===== src/rtl/grid_stream_loader.sv =====
// Assembles a DEPTH x WIDTH bit grid from an ASCII map stream ('@', '.', LF, CR ignored).
// Optional `ROLL_COUNT_EN adds a roll_count output counting accepted '@' bytes.
module grid_stream_loader #(
  parameter int WIDTH = 10,
  parameter int DEPTH = 10
) (
  input  logic                     clk,
  input  logic                     rst_n,
  input  logic                     start,
  input  logic                     s_valid,
  input  logic [7:0]               s_data,
  output logic                     s_ready,
  output logic [WIDTH*DEPTH-1:0]   grid_flat,
  output logic                     grid_valid,
  input  logic                     grid_ack,
  output logic                     error,
  output logic [1:0]               err_code
`ifdef ROLL_COUNT_EN
  ,
  output logic [$clog2(WIDTH*DEPTH+1)-1:0] roll_count
`endif
);

  localparam int COL_W = $clog2(WIDTH + 1);
  localparam int ROW_W = (DEPTH > 1) ? $clog2(DEPTH) : 1;
  localparam int IDX_W = (WIDTH * DEPTH > 1) ? $clog2(WIDTH * DEPTH) : 1;

  localparam logic [COL_W-1:0] COL_FULL = COL_W'(WIDTH);
  localparam logic [ROW_W-1:0] ROW_LAST = ROW_W'(DEPTH - 1);

  localparam logic [7:0] CH_ROLL  = 8'h40;
  localparam logic [7:0] CH_EMPTY = 8'h2E;
  localparam logic [7:0] CH_LF    = 8'h0A;
  localparam logic [7:0] CH_CR    = 8'h0D;

  localparam logic [1:0] ERR_NONE  = 2'b00;
  localparam logic [1:0] ERR_CHAR  = 2'b01;
  localparam logic [1:0] ERR_SHORT = 2'b10;
  localparam logic [1:0] ERR_LONG  = 2'b11;

  typedef enum logic [1:0] {IDLE, LOAD, DONE, ERROR} state_t;

  state_t           state, state_nx;
  logic [COL_W-1:0] col;
  logic [ROW_W-1:0] row;
  logic             hs;
  logic             is_cell;
  logic             clear;
  logic             ack_clr;
  logic             cell_wr;
  logic             row_end;
  logic [1:0]       err_nx;
  logic [IDX_W-1:0] wr_idx;

  assign s_ready = (state == LOAD);
  assign hs      = s_valid & s_ready;
  assign is_cell = (s_data == CH_ROLL) || (s_data == CH_EMPTY);
  assign wr_idx  = IDX_W'(row) * IDX_W'(WIDTH) + IDX_W'(col);

  always_comb begin
    state_nx = state;
    err_nx   = ERR_NONE;
    clear    = 1'b0;
    ack_clr  = 1'b0;
    cell_wr  = 1'b0;
    row_end  = 1'b0;
    case (state)
      IDLE: begin
        if (start) begin
          state_nx = LOAD;
          clear    = 1'b1;
        end
      end
      LOAD: begin
        // start and grid_ack are deliberately ignored while a load is in flight
        if (hs) begin
          if (is_cell) begin
            if (col == COL_FULL) err_nx = ERR_LONG;
            else                 cell_wr = 1'b1;
          end else if (s_data == CH_LF) begin
            if (col != COL_FULL)      err_nx   = ERR_SHORT;
            else if (row == ROW_LAST) state_nx = DONE;
            else                      row_end  = 1'b1;
          end else if (s_data != CH_CR) begin
            err_nx = ERR_CHAR;
          end
          if (err_nx != ERR_NONE) state_nx = ERROR;
        end
      end
      DONE, ERROR: begin
        if (start) begin
          state_nx = LOAD;
          clear    = 1'b1;
        end else if (grid_ack) begin
          state_nx = IDLE;
          ack_clr  = 1'b1;
        end
      end
      default: state_nx = IDLE;
    endcase
  end

  always_ff @(posedge clk or negedge rst_n) begin
    if (!rst_n) begin
      state      <= IDLE;
      grid_flat  <= '0;
      row        <= '0;
      col        <= '0;
      grid_valid <= 1'b0;
      error      <= 1'b0;
      err_code   <= ERR_NONE;
    end else begin
      state      <= state_nx;
      grid_valid <= (state_nx == DONE);
      if (clear) begin
        grid_flat <= '0;
        row       <= '0;
        col       <= '0;
        error     <= 1'b0;
        err_code  <= ERR_NONE;
      end else begin
        if (cell_wr) begin
          grid_flat[wr_idx] <= (s_data == CH_ROLL);
          col               <= col + 1'b1;
        end
        if (row_end) begin
          col <= '0;
          row <= row + 1'b1;
        end
        // grid_flat keeps the partial image on error for post-mortem inspection
        if (err_nx != ERR_NONE) begin
          error    <= 1'b1;
          err_code <= err_nx;
        end
        if (ack_clr) begin
          error    <= 1'b0;
          err_code <= ERR_NONE;
        end
      end
    end
  end

`ifdef ROLL_COUNT_EN
  always_ff @(posedge clk or negedge rst_n) begin
    if (!rst_n) begin
      roll_count <= '0;
    end else if (clear) begin
      roll_count <= '0;
    end else if (cell_wr && (s_data == CH_ROLL)) begin
      roll_count <= roll_count + 1'b1;
    end
  end
`endif

endmodule

===== config.mk =====
export PLATFORM = sky130hd
export DESIGN_NAME = grid_stream_loader
export DESIGN_NICKNAME = d
export VERILOG_FILES = /design/src/rtl/grid_stream_loader.sv
export SDC_FILE = /design/constraint.sdc
export NUM_CORES = 1
export LEC_CHECK = 0
export BUFFER_PORTS_ARGS = -buffer_cell sky130_fd_sc_hd__clkbuf_2
export CORE_ASPECT_RATIO = 2
export CORE_MARGIN = 2
export CORE_UTILIZATION = 55
export CTS_CLUSTER_DIAMETER = 80
export DETAILED_ROUTE_END_ITERATION = 12
export PLACE_DENSITY = 0.79
export SYNTH_ARGS = -nofsm -noshare
export SYNTH_HDL_FRONTEND = slang
export SYNTH_SLANG_ARGS = --single-unit

===== constraint.sdc =====
create_clock -name clk -period 9.5 [get_ports clk]
set_clock_uncertainty 0.2 [all_clocks]
set_input_delay 0 -clock clk [delete_from_list [all_inputs] [get_ports clk]]
set_output_delay 0 -clock clk [all_outputs]
set_load 0.01 [all_outputs]

==> summary.md, run 1 <==
| Metric | Value |
|---|---|
| Most frequent CP cell | `ha_1` |
| DR iter-0 viols | `266` |
| Synth Area in XOR/XNOR | `0.01488` |
| Worst path required time | `9.60 ns` |
| Largest family of logic cells by synthesized area | `simple AND/OR/NAND/NOR gates` |
| Placed cells | `811` |
| Worst-Skew Late Latency | `0.41 ns` |
| Routability Congestion | `0.9483` |
| CP top delay family | `compound AO/OA/AOI/OAI gates` |
| Clk buf depth | `2` |
| Final Hold Viols | `0` |
| CP Cell Sequence | `ha_1 > ha_1 > inv_1 > fa_1 > xor3_1 > o211a_1 > o2111ai_1 > o211ai_1 > o31ai_1` |
| Slowest stage delay, CP | `0.87 ns` |
| N_diodes | `0` |
| Die ar. | `0.01239 mm2` |
| Cell leakage power | `0.003665 uW` |
| RSZ-0062 raised after global routing | `false` |
| Hold Path Class | `input pin to flip-flop` |
| Synthesis-to-layout area growth | `20.35%` |
| Arrival @ worst endpoint | `3.90 ns` |
| Final cycle utilization of the critical path | `0.3999` |
| Die Width | `79.73 um` |
| Design Power | `1190 uW` |
| DR pass1 iterations | `4` |
| Worst Path Class, Setup | `flip-flop to flip-flop` |
| Hpwl dp | `11560 um` |
| CP endpoint kind | `flip-flop` |
| Total number of vias | `5205` |
| Routed wire length per instance | `20.26 um` |
| Reg2Reg Setup Slack | `5.70 ns` |
| Final setup viols | `0` |
| Clock transition at the registers of the reported paths | `0.05 ns` |
| Antenna viol nets, final | `0` |
| Number of cells on the critical path | `9` |
| Top Usage Layer GRT | `met2` |
| Worst Hold Depth | `5` |
| Share of layout cells above drive strength 1 | `0.2859` |
| Starting Density | `0.5624` |
| Cells after Synth | `593` |
| Tot GR Track Use | `0.2940` |
| DRC | `0` |
| Post_cts resized | `0` |
| FMAX | `263.3 MHz` |
| Initial antenna violation count | `0` |
| Post-synthesis simple-gate area fraction | `0.2047` |
| Mapped Area | `0.006309 mm2` |
| Worst slew pin tran | `1.327 ns` |
| PortBufs | `117` |
| Largest net degree at the start of global routing | `102` |
| Layout Cells excl Fill | `852` |
| Leading cell type in the layout, fill and taps excluded | `clkbuf_2` |
| Hold Path Origin | `s_data[6]` |
| Number of synthesized flops with an enable pin | `0` |
| Row cnt | `55` |
| Status | `finished, final reports clean` |
| Synthesized area per cell | `10.64 um2` |
| Drt total wl | `17260 um` |
| Setup WS post-layout | `5.701 ns` |
| Crit path buf inv count | `1` |
| Clock period minus worst slack | `3.799 ns` |
| Pre-CTS WS | `5.750 ns` |
| Via density | `6.109` |
| CTS root buf | `clkbuf_16` |
| Slew Limit Fails | `0` |
| PwrDens | `156.7 mW/mm2` |
| Worst-path maximum fanout | `14` |
| Core area | `0.01122 mm2` |
| M1 GR Usage | `0.3262` |
| Layout Nets | `724` |
| Slowest cell on crit path | `o2111ai_1` |
| Synth Net Count | `619` |
| Maxcap violations | `0` |
| Seq/Total Area, Yosys | `0.4522` |
| Global-route wire length before repair | `27830 um` |
| Compound-gate portion of the synthesized area | `0.1259` |
| Hold EP | `error$_DFFE_PN0P_` |
| Peak VDD IR | `0.1246 mV` |
| Slew margin rel. | `0.1145` |
| Setup TNS | `0 ns` |
| Mux contribution to synthesized area | `0.1341` |
| Netlist cell types | `60` |
| Num CTS Buffers | `17` |
| Reg2reg end | `grid_flat[69]$_DFFE_PN0P_` |
| Met2 Usage GRT | `0.5114` |
| Reg-to-Reg Start | `row[1]$_DFFE_PN0P_` |
| Startpoint Class | `flip-flop` |
| DIE HEIGHT | `155.5 um` |
| CTS HTree Levels | `4` |
| Yosys warns | `0` |
| CTS sink count | `114` |
| # IOs | `118` |
| Met3 usage | `0.07193` |
| Area share of fa/ha/maj cells after synthesis | `0.02816` |
| Commonest cells after routing, fill and taps aside | `clkbuf_2 (116), dfrtp_1 (114), nand2_1 (86)` |
| R2R depth | `9` |
| Grt ovf | `0` |
| CTS tree | `done` |
| Leading register cell type out of synthesis | `dfrtp_1` |
| Register bit total from synthesis | `114` |
| Ys async rst share | `1.000` |
| Vias in the first global route | `5467` |
## power breakdown
group | switching, uW | internal, uW
clock | 223 | 404
sequential | 3.04 | 490
combinational | 51.7 | 18.0
## metrics by stage
step,cell area (um2),utilization,hold WS (ns)
floorplan,6309,-,-0.4956
global placement,6902,0.6153,-0.2096
detailed placement,6902,0.6153,-0.2056
CTS,7592,0.6769,0.08010
global route,7592,0.6769,0.1128
finish,7592,0.6769,0.07359
## worst min-delay path, stage by stage
cell	delay, ns
clkbuf_2	0.11
nor4_1	0.09
nand3_1	0.12
o211ai_1	0.14
a21boi_0	0.18
## sequential cells by signal, indices dropped and copies added (netlist names)
register and flops:
err_code 2, col 4, grid_valid 1, grid_flat 100
state 2, row 4, error 1
## Yosys cell counts, drive strengths merged (3+ instances only)
cell type | count | share of area
dfrtp | 114 | 0.45
nand2 | 89 | 0.053
mux2i | 81 | 0.13
nand3 | 64 | 0.059
buf | 25 | 0.023
nor3 | 25 | 0.031
o211ai | 23 | 0.027
o31ai | 21 | 0.025
clkbuf | 20 | 0.012
nor2 | 14 | 0.0087
ha | 11 | 0.022
inv | 9 | 0.0054
o2111ai | 9 | 0.017
a21oi | 8 | 0.0063
o21ai | 7 | 0.0056
a2111oi | 6 | 0.026
and3 | 6 | 0.0060
nand2b | 5 | 0.0050
a21o | 4 | 0.0048
nor2b | 4 | 0.0040
xnor2 | 4 | 0.0056
xor2 | 4 | 0.0056
and2 | 3 | 0.0032
and3b | 3 | 0.0042
nand3b | 3 | 0.0048
nand4 | 3 | 0.0054
nor4 | 3 | 0.0040
or3 | 3 | 0.0030
## worst max path at each step
stage / startpoint / end / slack [ns]
floorplan: row[1]$_DFFE_PN0P_ / grid_flat[4]$_DFFE_PN0P_ / 6.29
global placement: row[1]$_DFFE_PN0P_ / grid_flat[66]$_DFFE_PN0P_ / 5.93
detailed placement: row[3]$_DFFE_PN0P_ / grid_flat[69]$_DFFE_PN0P_ / 5.75
finish: row[1]$_DFFE_PN0P_ / grid_flat[69]$_DFFE_PN0P_ / 5.70
global route: row[3]$_DFFE_PN0P_ / grid_flat[68]$_DFFE_PN0P_ / 5.45
CTS: row[3]$_DFFE_PN0P_ / grid_flat[69]$_DFFE_PN0P_ / 5.73
## repair_timing
item                      4_1_cts  5_1_grt
hold endpoints to repair       46        0
hold buffers                   10        0
setup buffers                   0        0
## cell type report
class                      count  area [um2]
clock inverter                 9       106.4
multi-input combinational    425        3219
clock buffer                  22       474.2
tap                          142       177.7
fill                         847        3625
timing repair buffer         131       728.2
sequential                   114        2853
inverter                       9       33.78
## routing by layer
layer	routed length, um	share of wire
met5	0	0
met4	806	0.047
met3	933	0.054
met2	9418	0.55
met1	6103	0.35
## logic make-up (layout without fill, tap and decap cells)
| group | count (synthesis) | in the layout |
|---|---|---|
| AO/OA/AOI/OAI | 87 | 87 |
| XOR/XNOR | 9 | 9 |
| adder cells (fa/ha/maj) | 13 | 13 |
| buffers and inverters | 54 | 171 |
| flip-flops | 114 | 114 |
| multiplexers | 83 | 83 |
| AND/OR/NAND/NOR | 233 | 233 |
Power figures use the tool's default switching activity.
==> run 2: changes to the inputs <==
- ABC_AREA: not set -> 1
- CORE_UTILIZATION: 55 -> 51
- PLACE_DENSITY: 0.79 -> 0.77
- clock period: 9.5 -> 3.1 ns (I/O delays scaled with it)
==> summary.md, run 2 <==
| Metric | Value |
|---|---|
| DR iter-0 viols | `589 (was 266)` |
| Slowest stage delay, CP | `0.45 ns (was 0.87 ns)` |
| Clk network pwr share | `0.488 (was 0.527)` |
| Fin area | `0.008028 mm2 (was 0.007592 mm2)` |
| Mapped Area | `0.006559 mm2 (was 0.006309 mm2)` |
| Most frequent CP cell | `nand2_1 (was ha_1)` |
| Slew margin rel. | `0.3965 (was 0.1145)` |
| Clock period minus worst slack | `3.031 ns (was 3.799 ns)` |
| Drt total wl | `17490 um (was 17260 um)` |
| Psw | `1220 uW (was 277.9 uW)` |
| Routability Congestion | `0.8749 (was 0.9483)` |
| Crit path buf inv count | `2 (was 1)` |
| RSZ-0062 raised after global routing | `true (was false)` |
| Slew Limit Fails | `0 (unchanged)` |
| Total number of vias | `6215 (was 5205)` |
| CP endpoint kind | `flip-flop (unchanged)` |
| Top-count cell post-synth | `nand2_1 (was dfrtp_1)` |
| Num CTS Buffers | `17 (unchanged)` |
| CTS root buf | `clkbuf_16 (unchanged)` |
| Tot GR Track Use | `0.2585 (was 0.2940)` |
| Initial antenna violation count | `0 (unchanged)` |
| Layout Cells excl Fill | `1212 (was 852)` |
| Commonest cells after routing, fill and taps aside | `nand2_1 (288), inv_1 (131), nor2_1 (116), clkbuf_2 (116), dfrtp_1 (114) (was clkbuf_2 (116), dfrtp_1 (114), nand2_1 (86))` |
| Placed cells | `1173 (was 811)` |
| R2R depth | `13 (was 9)` |
| Share of layout cells above drive strength 1 | `0.2090 (was 0.2859)` |
| Yosys warns | `0 (unchanged)` |
| Hold Worst Slack | `0.007125 ns (was 0.07359 ns)` |
| Reg2reg end | `grid_flat[68]$_DFFE_PN0P_ (was grid_flat[69]$_DFFE_PN0P_)` |
| Arrival @ worst endpoint | `3.13 ns (was 3.90 ns)` |
| Reg-to-Reg Start | `row[1]$_DFFE_PN0P_ (unchanged)` |
| Status | `finished, final reports clean (unchanged)` |
| Most instantiated cells after synthesis | `nand2_1 (288), inv_1 (131), nor2_1 (117) (was dfrtp_1 (114), nand2_1 (88), mux2i_1 (80))` |
| Biggest regs | `grid_flat (100), col (4), row (4) (unchanged)` |
| PortBufs | `117 (unchanged)` |
| Max FFs per register | `100 (unchanged)` |
| Antenna viol nets, final | `0 (unchanged)` |
| Clk buf depth | `2 (unchanged)` |
| Ys async rst share | `1.000 (unchanged)` |
| Synth Net Count | `949 (was 619)` |
| Starting Density | `0.5224 (was 0.5624)` |
| Cell leakage power | `0.004103 uW (was 0.003665 uW)` |
| Leading cell type in the layout, fill and taps excluded | `nand2_1 (was clkbuf_2)` |
| Post CTS Setup Buffer Count | `0 (unchanged)` |
| Final Hold Viols | `0 (unchanged)` |
| Vias in the first global route | `5828 (was 5467)` |
| Core area | `0.01255 mm2 (was 0.01122 mm2)` |
| Clock transition at the registers of the reported paths | `0.06 ns (was 0.05 ns)` |
| Via density | `5.128 (was 6.109)` |
| Synthesized area per cell | `7.106 um2 (was 10.64 um2)` |
| Seq/Total Area, Yosys | `0.4349 (was 0.4522)` |
| Internal power | `2942 uW (was 912.1 uW)` |
| Die ar. | `0.01384 mm2 (was 0.01239 mm2)` |
| DR pass1 iterations | `5 (was 4)` |
| Final setup viols | `0 (unchanged)` |
| Worst Hold Depth | `7 (was 5)` |
| Reg2Reg Setup Slack | `0.07 ns (was 5.70 ns)` |
| Worst Path Class, Setup | `flip-flop to flip-flop (unchanged)` |
| CTS tree | `done (unchanged)` |
| Slowest cell on crit path | `fa_1 (was o2111ai_1)` |
| DIE HEIGHT | `164.4 um (was 155.5 um)` |
| Cells after Synth | `923 (was 593)` |
| Row cnt | `58 (was 55)` |
| Routed wire length per instance | `14.43 um (was 20.26 um)` |
| Yosys top cell by area | `dfrtp_1 (unchanged)` |
| Leading register cell type out of synthesis | `dfrtp_1 (unchanged)` |
| Startpoint Class | `flip-flop (unchanged)` |
| Number of synthesized flops with an enable pin | `0 (unchanged)` |
| CTS sink count | `114 (unchanged)` |
| Die Width | `84.19 um (was 79.73 um)` |
| N_diodes | `0 (unchanged)` |
| Register bit total from synthesis | `114 (unchanged)` |
| CP Cell Sequence | `ha_1 > ha_1 > inv_1 > fa_1 > nor2_2 > nand2_1 > nand3_1 > nand3_2 > nor2_2 > buf_4 > nand3_1 > nand2_1 > nand2_1 (was ha_1 > ha_1 > inv_1 > fa_1 > xor3_1 > o211a_1 > o2111ai_1 > o211ai_1 > o31ai_1)` |
| Synth top area share | `0.4349 (was 0.4522)` |
| Largest net degree at the start of global routing | `71 (was 102)` |
| Largest cells by area after synthesis | `dfrtp_1 (43%), nand2_1 (16%), inv_1 (7.5%) (was dfrtp_1 (45%), mux2i_1 (13%), nand2_1 (5.2%))` |
| Power share of the sequential group | `0.371 (was 0.415)` |
| CP top delay family | `simple AND/OR/NAND/NOR gates (was compound AO/OA/AOI/OAI gates)` |
| Layout Nets | `1075 (was 724)` |
| Peak VDD IR | `0.6055 mV (was 0.1246 mV)` |
| Worst slew pin tran | `0.9053 ns (was 1.327 ns)` |
| Hold EP | `col[0]$_DFFE_PN0P_ (was error$_DFFE_PN0P_)` |
| # IOs | `118 (unchanged)` |
| PwrDens | `518.5 mW/mm2 (was 156.7 mW/mm2)` |
| Worst-Skew Late Latency | `0.41 ns (about the same)` |
| Hold Path Origin | `s_data[5] (was s_data[6])` |
| Final cycle utilization of the critical path | `0.9776 (was 0.3999)` |
| Hold Path Class | `input pin to flip-flop (unchanged)` |
| Sw Ratio | `0.2932 (was 0.2335)` |
| Netlist cell types | `34 (was 60)` |
| Grt ovf | `0 (unchanged)` |
| CTS HTree Levels | `4 (unchanged)` |
| Worst path required time | `3.20 ns (was 9.60 ns)` |
| Global-route wire length before repair | `28400 um (was 27830 um)` |
| Largest Register | `grid_flat (unchanged)` |
| FMAX | `330.0 MHz (was 263.3 MHz)` |
| Fin util | `0.6394 (was 0.6769)` |
| Worst-path maximum fanout | `12 (was 14)` |
| DP Area | `0.007340 mm2 (was 0.006902 mm2)` |
| Maxcap violations | `0 (unchanged)` |
| DRC | `0 (unchanged)` |
| Synthesis-to-layout area growth | `22.40% (was 20.35%)` |
| Hpwl dp | `11560 um (about the same)` |
| Comb pwr share | `0.142 (was 0.059)` |
run 2: changes by cell type in the layout (fill, tap and decap cells not counted), sizes merged, moves of 21 or more:
| cell | before | now |
|---|---|---|
| nor2 | 14 | 136 |
| o211ai | 23 | 0 |
| nand4 | 3 | 34 |
| nand2 | 89 | 290 |
| nand3 | 64 | 85 |
| o21ai | 7 | 38 |
| mux2i | 81 | 0 |
| inv | 9 | 143 |
| buf | 6 | 32 |
run 2: worst max-delay path by stage:
stage | from | end | slack (ns) | cells after the start
final | row[1]$_DFFE_PN0P_ | grid_flat[68]$_DFFE_PN0P_ | 0.07 | 13
after global routing | row[1]$_DFFE_PN0P_ | grid_flat[67]$_DFFE_PN0P_ | -0.05 | 13
after CTS | row[1]$_DFFE_PN0P_ | grid_flat[68]$_DFFE_PN0P_ | 0.09 | 13
after detailed placement | row[1]$_DFFE_PN0P_ | grid_flat[19]$_DFFE_PN0P_ | 0.14 | 13
after global placement | row[1]$_DFFE_PN0P_ | grid_flat[23]$_DFFE_PN0P_ | 0.22 | 13
after floorplan | row[1]$_DFFE_PN0P_ | grid_flat[93]$_DFFE_PN0P_ | 0.35 | 13
run 2: cells by family after synthesis:
family | synth area share
AOI/OAI and AO/OA | 0.03605
xor gates and xnor gates | 0.008012
adders and majority gates | 0.02709
buffers and inverters | 0.1206
DFF | 0.4349
and+or+nand+nor | 0.3733
run 2: final cells by class:
class                   count  area, um2
clock buffers              17      425.4
clock inverters            15      182.7
fillers                  1136       4527
inverters                 140      525.5
multi-input cells         621       2938
flip-flops and latches    114       2853
well taps                 150      187.7
repair buffers            155      915.9
run 2: power by group through the flow:
stage	Clock [uW]	Sequential, uW	Combinational, uW
3_5_place_dp	0	1570	567
3_3_place_gp	0	1570	563
2_1_floorplan	0	1570	387
4_1_cts	2050	1540	584
5_1_grt	2110	1550	646
6_report	2030	1540	589
run 2: through the flow:
stage	worst slack (ns)	total power, uW	setup TNS, ns
2_1_floorplan	0.3516	1959	0
3_3_place_gp	0.2199	2131	0
3_5_place_dp	0.1366	2136	0
4_1_cts	0.09031	4176	0
5_1_grt	-0.04759	4307	-0.1845
6_report	0.06943	4162	0
run 2: per-layer routing:
layer | routed length, um | track usage
met3 | 762 | 0.04598
met4 | 609 | 0.1078
met5 | 0 | 0
met1 | 6563 | 0.2939
met2 | 9559 | 0.4715
run 2: tightest hold or removal path, delay by kind of cell:
| kind | cells | cell delay (ns) |
|---|---|---|
| buf+inv | 1 | 0.10 |
| compound gates | 1 | 0.07 |
| simple gates | 5 | 0.41 |
run 2: what timing repair did:
item                       4_1_cts  5_1_grt
hold endpoints to repair        78        0
resized for setup                0        2
hold buffers                     7        0
setup endpoints to repair        0        9
==> run 3: changes to the inputs <==
- MAX_ROUTING_LAYER: not set -> met4
- SKIP_CTS_REPAIR_TIMING: not set -> 1
==> summary.md, run 3 (synthesized netlist as in run 2, its figures left out) <==
| Metric | Value |
|---|---|
| Status | `finished with violations (was finished, final reports clean)` |
| Failing checks | `hold timing` |
| Num CTS Buffers | `17 (unchanged)` |
| Worst-Skew Late Latency | `0.42 ns (was 0.41 ns)` |
| Setup WS post-layout | `0.07867 ns (was 0.06943 ns)` |
| Routability Congestion | `0.8893 (was 0.8749)` |
| Commonest cells after routing, fill and taps aside | `nand2_1 (288), inv_1 (131), nor2_1 (116), clkbuf_2 (116), dfrtp_1 (114) (unchanged)` |
| CP endpoint kind | `flip-flop (unchanged)` |
| Synthesis-to-layout area growth | `22.09% (was 22.40%)` |
| Total number of vias | `6222 (was 6215)` |
| Largest Register | `grid_flat (unchanged)` |
| Internal power | `2941 uW (was 2942 uW)` |
| DR pass1 iterations | `6 (was 5)` |
| DIE HEIGHT | `164.4 um (unchanged)` |
| Row cnt | `58 (unchanged)` |
| Hpwl dp | `11560 um (unchanged)` |
| Slew margin rel. | `0.3920 (was 0.3965)` |
| Clk buf depth | `2 (unchanged)` |
| PortBufs | `117 (unchanged)` |
| Core area | `0.01255 mm2 (unchanged)` |
| Vias in the first global route | `5765 (was 5828)` |
| Clock transition at the registers of the reported paths | `0.06 ns (about the same)` |
| Routed wire length per instance | `14.53 um (was 14.43 um)` |
| Fin area | `0.008008 mm2 (was 0.008028 mm2)` |
| RSZ-0062 raised after global routing | `true (unchanged)` |
| Drt total wl | `17580 um (was 17490 um)` |
| Biggest regs | `grid_flat (100), col (4), row (4) (unchanged)` |
| Slew Limit Fails | `0 (unchanged)` |
| Fin util | `0.6378 (was 0.6394)` |
| Sw Ratio | `0.2939 (was 0.2932)` |
| Cell leakage power | `0.004097 uW (was 0.004103 uW)` |
| Final cycle utilization of the critical path | `0.9746 (was 0.9776)` |
| Layout Nets | `1073 (was 1075)` |
| Maxcap violations | `0 (unchanged)` |
| Global-route wire length before repair | `28210 um (was 28400 um)` |
| CP top delay family | `simple AND/OR/NAND/NOR gates (unchanged)` |
| FMAX | `331.0 MHz (was 330.0 MHz)` |
| Area of the multi-input gates | `0.002938 mm2 (unchanged)` |
| Worst-path maximum fanout | `12 (unchanged)` |
| Comb pwr share | `0.141 (was 0.142)` |
| DP Area | `0.007340 mm2 (unchanged)` |
| Worst Path Class, Setup | `flip-flop to flip-flop (unchanged)` |
| Slowest cell on crit path | `fa_1 (unchanged)` |
| Pre-CTS WS | `0.1366 ns (unchanged)` |
| Antenna viol nets, final | `0 (unchanged)` |
| Psw | `1224 uW (was 1220 uW)` |
| DRC | `0 (unchanged)` |
| Reg area | `0.002853 mm2 (unchanged)` |
| CTS root buf | `clkbuf_16 (unchanged)` |
| Die ar. | `0.01384 mm2 (unchanged)` |
| Design Power | `4165 uW (was 4162 uW)` |
| Initial antenna violation count | `0 (unchanged)` |
| Fillers | `1137 (was 1136)` |
| Die Width | `84.19 um (unchanged)` |
| Power share of the sequential group | `0.371 (about the same)` |
| Startpoint Class | `flip-flop (unchanged)` |
| Leading cell type in the layout, fill and taps excluded | `nand2_1 (unchanged)` |
| CTS HTree Levels | `4 (unchanged)` |
| Largest net degree at the start of global routing | `71 (unchanged)` |
| Via density | `5.142 (was 5.128)` |
| Tot GR Track Use | `0.2642 (was 0.2585)` |
| CP Cell Sequence | `ha_1 > ha_1 > inv_1 > fa_1 > nor2_2 > nand2_1 > nand3_1 > nand3_2 > nor2_2 > buf_4 > nand3_1 > nand2_1 > nand2_1 (unchanged)` |
| Worst slew pin tran | `0.9121 ns (was 0.9053 ns)` |
| Peak VDD IR | `0.6100 mV (was 0.6055 mV)` |
| Worst path required time | `3.20 ns (about the same)` |
| Clk network pwr share | `0.488 (about the same)` |
| Hold Path Class | `input pin to flip-flop (unchanged)` |
| N_diodes | `0 (unchanged)` |
| Share of layout cells above drive strength 1 | `0.2094 (was 0.2090)` |
| Hold Worst Slack | `-0.05059 ns (was 0.007125 ns)` |
| Clock period minus worst slack | `3.021 ns (was 3.031 ns)` |
| # IOs | `118 (unchanged)` |
| Starting Density | `0.5224 (unchanged)` |
| Arrival @ worst endpoint | `3.13 ns (about the same)` |
| Slowest stage delay, CP | `0.45 ns (about the same)` |
| Crit path buf inv count | `2 (unchanged)` |
| PwrDens | `520.1 mW/mm2 (was 518.5 mW/mm2)` |
| Most frequent CP cell | `nand2_1 (unchanged)` |
| Max FFs per register | `100 (unchanged)` |
| Final setup viols | `0 (unchanged)` |
| CTS sink count | `114 (unchanged)` |
| CTS tree | `done (unchanged)` |
| DR iter-0 viols | `605 (was 589)` |
| Grt ovf | `0 (unchanged)` |
| Final Hold Viols | `4 (was 0)` |
-- run 3: changes by cell type in the layout (fill, tap and decap cells not counted), sizes merged --
| cell | previous run | this run |
|---|---|---|
| dlygate4sd3 | 7 | 5 |
-- run 3: power groups by stage --
stage	registers, uW	logic, uW	clock network (uW)
after detailed placement	1570	567	0
after global placement	1570	563	0
after CTS	1540	569	2050
final	1540	588	2030
after global routing	1550	645	2120
after floorplan	1570	387	0
-- run 3: worst reg2reg max path: cells and delay by family (launching register included) --
family | cells | cell delay [ns]
simple gates | 8 | 1.05
flops | 1 | 0.39
fa+ha+maj | 3 | 0.96
buf+inv | 2 | 0.30
-- run 3: cell type report --
type                            instances  share of cell area
Multi-Input combinational cell        621              0.3669
Sequential cell                       114              0.3563
Tap cell                              150             0.02344
Clock buffer                           17             0.05313
Inverter                              140             0.06563
Timing Repair Buffer                  153              0.1119
Clock inverter                         15             0.02281
-- run 3: path summary, 6_finish.rpt --
kind | startpoint | to | slack (ns) | cells after the start
setup / recovery | row[1]$_DFFE_PN0P_ | grid_flat[68]$_DFFE_PN0P_ | 0.08 | 13
hold / removal | s_data[3] | row[1]$_DFFE_PN0P_ | -0.05 | 5
setup reg to reg | row[1]$_DFFE_PN0P_ | grid_flat[68]$_DFFE_PN0P_ | 0.08 | 13
hold reg to reg | err_code[0]$_DFFE_PN0P_ | err_code[0]$_DFFE_PN0P_ | 0.34 | 2
max in group asynchronous | rst_n | grid_flat[45]$_DFFE_PN0P_ | 1.88 | 3
min in group asynchronous | rst_n | grid_flat[24]$_DFFE_PN0P_ | 0.05 | 2
-- run 3: stage by stage --
stage / instances / TNS, ns
after floorplan: 923 / 0
after global placement: 1173 / 0
after detailed placement: 1173 / 0
after CTS: 1205 / 0
after global routing: 1210 / -0.1815
final: 1210 / 0
-- run 3: metal layers --
layer	global-route usage	share of wire	vias to the layer above	routed length (um)
li1	-	-	3091	-
met1	0.2926	0.38	2868	6620
met2	0.4675	0.54	221	9528
met3	0.04548	0.049	42	857
met4	0.1078	0.033	0	576
met5	-	0	-	0
